## config.mk

```make
export PLATFORM = sky130hd
export DESIGN_NAME = breakpoint_ctrl
export DESIGN_NICKNAME = d
export VERILOG_FILES = /design/src/rtl/breakpoint_ctrl_pkg.sv /design/src/rtl/breakpoint_ctrl_match_edge_detect.sv /design/src/rtl/breakpoint_ctrl.sv
export SDC_FILE = /design/constraint.sdc
export NUM_CORES = 1
export LEC_CHECK = 0
export CAP_MARGIN = 20
export CORE_ASPECT_RATIO = 0.75
export CORE_UTILIZATION = 47
export CTS_CLUSTER_DIAMETER = 80
export CTS_CLUSTER_SIZE = 28
export DETAILED_ROUTE_END_ITERATION = 10
export GPL_ROUTABILITY_DRIVEN = 0
export PLACE_DENSITY_LB_ADDON = 0.05
export RECOVER_POWER = 25
export SLEW_MARGIN = 20
export SYNTH_ARGS = -nofsm -noshare
export SYNTH_HDL_FRONTEND = slang
export SYNTH_SLANG_ARGS = --single-unit
```

## constraint.sdc

```tcl
create_clock -name clk -period 1.9 [get_ports clk]
set_input_delay 0.285 -clock clk [delete_from_list [all_inputs] [get_ports clk]]
set_output_delay 0.285 -clock clk [all_outputs]
set_load 0.02 [all_outputs]
```

## src/rtl/breakpoint_ctrl_pkg.sv

```systemverilog
// Shared definitions for the breakpoint controller: FSM state encodings and default counter width.
package breakpoint_ctrl_pkg;

   localparam int unsigned BP_CNT_W_DEFAULT = 8;

   typedef enum logic [1:0] {
      BP_IDLE  = 2'd0,
      BP_ARMED = 2'd1,
      BP_HALT  = 2'd2,
      BP_REARM = 2'd3
   } bp_state_e;

endpackage

```

## src/rtl/breakpoint_ctrl_match_edge_detect.sv

```systemverilog
// Registers the inverted comparator output and flags the rising edge of a match, qualified by
// sample_en, so a static match produces a single event.
module match_edge_detect (
   input  logic clk,
   input  logic rst_n,
   input  logic cmp_neq,
   input  logic sample_en,
   output logic ev,
   output logic match_q
);

   logic prev_match_q;

   always_ff @(posedge clk or negedge rst_n) begin
      if (!rst_n) begin
         match_q      <= 1'b0;
         prev_match_q <= 1'b0;
      end else begin
         match_q <= ~cmp_neq;
         // History advances only on qualified samples, so idle cycles never create an edge.
         if (sample_en) begin
            prev_match_q <= match_q;
         end
      end
   end

   assign ev = sample_en & match_q & ~prev_match_q;

endmodule

```

## src/rtl/breakpoint_ctrl.sv

```systemverilog
// Breakpoint controller: skips pass_cnt match events after arming, then requests a debugger halt
// and re-arms once the compared value has left the match.
module breakpoint_ctrl
   import breakpoint_ctrl_pkg::*;
#(
   parameter int unsigned CNT_W = BP_CNT_W_DEFAULT
) (
   input  logic             clk,
   input  logic             rst_n,
   input  logic             cmp_neq,
   input  logic             sample_en,
   input  logic             arm,
   input  logic             disarm,
   input  logic [CNT_W-1:0] pass_cnt,
   input  logic             halt_ack,
   output logic             halt_req,
   output logic             armed,
   output logic [CNT_W-1:0] hit_cnt
);

   localparam logic [CNT_W-1:0] CntMax = {CNT_W{1'b1}};
   localparam logic [CNT_W-1:0] CntOne = CNT_W'(1);

   logic             ev;
   logic             match_q;
   bp_state_e        state_q, state_d;
   logic [CNT_W-1:0] remaining_q, remaining_d;
   logic [CNT_W-1:0] hit_q, hit_d;
   logic             halt_req_q, halt_req_d;
   logic             armed_q, armed_d;

   match_edge_detect u_match_edge_detect (
      .clk       (clk),
      .rst_n     (rst_n),
      .cmp_neq   (cmp_neq),
      .sample_en (sample_en),
      .ev        (ev),
      .match_q   (match_q)
   );

   always_comb begin
      state_d     = state_q;
      remaining_d = remaining_q;
      hit_d       = hit_q;

      if (ev && (state_q != BP_IDLE) && (hit_q != CntMax)) begin
         hit_d = hit_q + CntOne;
      end

      if (disarm) begin
         state_d = BP_IDLE;
      end else begin
         unique case (state_q)
            BP_IDLE: begin
               if (arm) begin
                  state_d     = BP_ARMED;
                  remaining_d = pass_cnt;
                  hit_d       = '0;
               end
            end
            BP_ARMED: begin
               if (ev) begin
                  if (remaining_q == '0) begin
                     state_d = BP_HALT;
                  end else begin
                     remaining_d = remaining_q - CntOne;
                  end
               end
            end
            BP_HALT: begin
               if (halt_ack) begin
                  state_d = BP_REARM;
               end
            end
            BP_REARM: begin
               // Wait for a sampled non-match so a held match cannot retrigger the halt.
               if (sample_en && !match_q) begin
                  state_d     = BP_ARMED;
                  remaining_d = pass_cnt;
               end
            end
            default: begin
               state_d = BP_IDLE;
            end
         endcase
      end

      halt_req_d = (state_d == BP_HALT);
      armed_d    = (state_d != BP_IDLE);
   end

   always_ff @(posedge clk or negedge rst_n) begin
      if (!rst_n) begin
         state_q     <= BP_IDLE;
         remaining_q <= '0;
         hit_q       <= '0;
         halt_req_q  <= 1'b0;
         armed_q     <= 1'b0;
      end else begin
         state_q     <= state_d;
         remaining_q <= remaining_d;
         hit_q       <= hit_d;
         halt_req_q  <= halt_req_d;
         armed_q     <= armed_d;
      end
   end

   assign halt_req = halt_req_q;
   assign armed    = armed_q;
   assign hit_cnt  = hit_q;

endmodule

```

==> run summary <==
Met2 Track Usage GR - 0.3561
Worst-path cell chain - or4_4 -> nor3_4 -> nand3_1 -> a221o_1 -> nor2_2
Avg WL per Cell - 14.98 um
Die height - 49.02 um
Slowest cell on crit path - or4_4
Initial antenna violation count - 0
CP Launch Type - register
Unique masters post-synth - 45
# placed instances - 222
Clk pin slew, worst setup/hold paths - 80 ps
Vias in the first global route - 1260
Diode count - 0
TritonCTS Buffers - 3
Met1 usage - 0.3258
DRC violations left - 0
GRT busiest layer - met2
Synth Area in Compound Gates - 0.2087
Post-DP Area - 1790 um^2
Prevailing post-synth register cell - dfrtp_1
Yosys warning total - 0
Syn Inst Count - 146
CTS tree - built
Total track usage - 0.2330
Worst Path Max Fanout - 3
Die X - 64.69 um
Multiplexer share of the synthesized area - 0.03704
RSZ-0062 raised after global routing - false
Synth Area in Adders - 0.06323
Critical Path Max Stage Delay - 580 ps
Net Count, Synth - 168
Slew of the pin with the lowest slew margin - 1208 ps
Arr. time, crit path - 2020 ps
DP HPWL - 2.552 mm
Hold path endpoint - u_match_edge_detect.prev_match_q
Synthesis-stage register bit count - 22
Worst vdd ir - 436.3 uV
Grt total ovfl - 0
Reg2reg end - halt_req
WS Path Type - register to register
CTS root buf - clkbuf_8
Worst Path Required - 2100 ps
Final Instance Count excl. Fillers - 226
CP delay by family, top - simple AND/OR/NAND/NOR gates
Nets - 213
Post-Synth Simple-Gate Area - 0.2249
Pleak - 0.8030 nW
Largest net degree at the start of global routing - 23
Final min period - 1821 ps
Layout cells sized above 1 - 0.2000
Fin. Hold Viols - 0
Ports - 25
Clk_skew - 2.533 ps
R2r setup slk - 80 ps
Synth top cells by count - dfrtp_1, nor2_1, a21oi_1, inv_1
Status - complete, no violations
GRT met3 Usage - 0.05841
Avg Cell Area, Syn - 9.487 um^2
Final WS setup - 78.58 ps
Worst slack, placed - -95.60 ps
Area Growth Syn to Fin - 36.40%
FF-to-FF Start - remaining_q[3]
Tcrit/Tclk final - 0.9586
CP Buf/Inv Count - 0
Die ar. - 3171 um^2
Drt pass-1 iters - 4
Total Routed Length - 3.385 mm
Mapped Area - 1385 um^2
Port buffer count - 24
Peak Freq - 0.5490 GHz
Vias/cell - 5.580
Post-synth EDFFs - 0
H-Tree Depth - 1
Worst Setup End Kind - register
Setup bufs post-CTS - 0
Slew Viols, Final - 0
Final instance area - 1889 um^2
Maxcap violations - 0
Relative slew slack - 0.1945
Worst hold path cell count - 1
Total number of vias - 1261
CTS Buffer Depth - 2
Area contributors post-synth - dfrtp_1, ha_1, a21oi_1, nor2_1, mux2i_1
First DRT Iteration DRCs - 91
Clock latency on the worst-skew pair - 260 ps
Hold Startpoint - u_match_edge_detect.prev_match_q
CTS Sinks - 22
Share of flip-flops with an asynchronous set or reset - 1.000
Post-Synth XOR/XNOR Area - 0.02529
Worst hold path type - register to register
Core area - 2703 um^2
Pwr/cell area - 802.3 nW/um^2
Starting Density - 0.5125
R2r worst-path depth - 5
Most numerous cell in the Yosys netlist - dfrtp_1
Final setup viols - 0
First-pass GRT wire length - 5.651 mm
Largest family of logic cells by synthesized area - simple AND/OR/NAND/NOR gates
Cell Rows - 16
TNS Setup - 0 ps
Synth top area share - 0.3975
Sequential area share after synthesis - 0.3975
Post-synth top area cell - dfrtp_1
Post-route ant nets - 0
-- registers in the layout, indices dropped and copies added (netlist names) --
register and cells:
u_match_edge_detect.match_q 1, state_q 2, u_match_edge_detect.prev_match_q 1, remaining_q 8, armed 1, halt_req 1
hit_cnt 8
-- power breakdown --
group,leakage (nW),internal (W),switching [W]
Combinational,0.492,0.000270,0.000288
Sequential,0.282,0.000544,0.0000777
Clock,0.0288,0.000185,0.000151
Total,0.803,0.000999,0.000517
-- stage by stage --
| step | power [W] | util | hold slack [ps] |
|---|---|---|---|
| after global placement | 0.001147 | 0.6625 | 509.8 |
| after global routing | 0.001605 | 0.6991 | 586.3 |
| final | 0.001516 | 0.6991 | 562.9 |
| after detailed placement | 0.001165 | 0.6625 | 518.6 |
| after floorplan | 0.0009528 | - | -10.59 |
| after CTS | 0.001508 | 0.6829 | 371.9 |
-- layout make-up --
class	count	area (um^2)
Clock buffer	4	55.05
Fill cell	223	813.3
Inverter	10	37.54
Multi-Input combinational cell	111	822.0
Sequential cell	22	550.5
Tap cell	36	45.04
Timing Repair Buffer	43	379.1
-- cell families (layout without fill, tap and decap cells) --
| group | after synthesis | in the layout |
|---|---|---|
| simple gates | 56 | 56 |
| buf+inv | 13 | 57 |
| fa+ha+maj | 7 | 7 |
| xor+xnor | 4 | 4 |
| mux | 5 | 5 |
| flops | 22 | 22 |
| compound gates | 39 | 39 |
-- repair_timing --
item,CTS,global route
gates resized for setup,0,8
setup endpoints to repair,0,15
hold buffers,0,0
-- layout by cell type, fill, tap and decap left out, types with 4 or more instances in the layout --
| master | synthesis | final |
|---|---|---|
| a21oi_1 | 10 | 10 |
| clkbuf_8 | 0 | 4 |
| mux2i_1 | 4 | 4 |
| nand3_1 | 7 | 7 |
| nand2_1 | 7 | 7 |
| buf_4 | 1 | 18 |
| clkdlybuf4s50_1 | 0 | 22 |
| dfrtp_1 | 22 | 22 |
| o22ai_1 | 5 | 5 |
| o21ai_0 | 6 | 6 |
| ha_1 | 7 | 6 |
| inv_1 | 10 | 9 |
| nor3_1 | 5 | 5 |
| nor2_1 | 13 | 13 |
-- worst max-delay path by stage --
stage	startpoint	to	slack [ps]	depth (start not counted)
after floorplan	state_q[0]	remaining_q[2]	10	7
after global placement	sample_en	hit_cnt[7]	-70	6
after detailed placement	sample_en	remaining_q[4]	-100	6
after CTS	state_q[0]	armed	20	7
after global routing	remaining_q[3]	remaining_q[1]	10	8
final	remaining_q[3]	halt_req	80	5
-- routing by layer --
layer / up-vias / share of wire
li1: 628 / -
met1: 585 / 0.49
met2: 43 / 0.44
met3: 5 / 0.064
met4: 0 / 0.0065
met5: - / 0
Note: power is estimated with default switching activity, not from simulation.
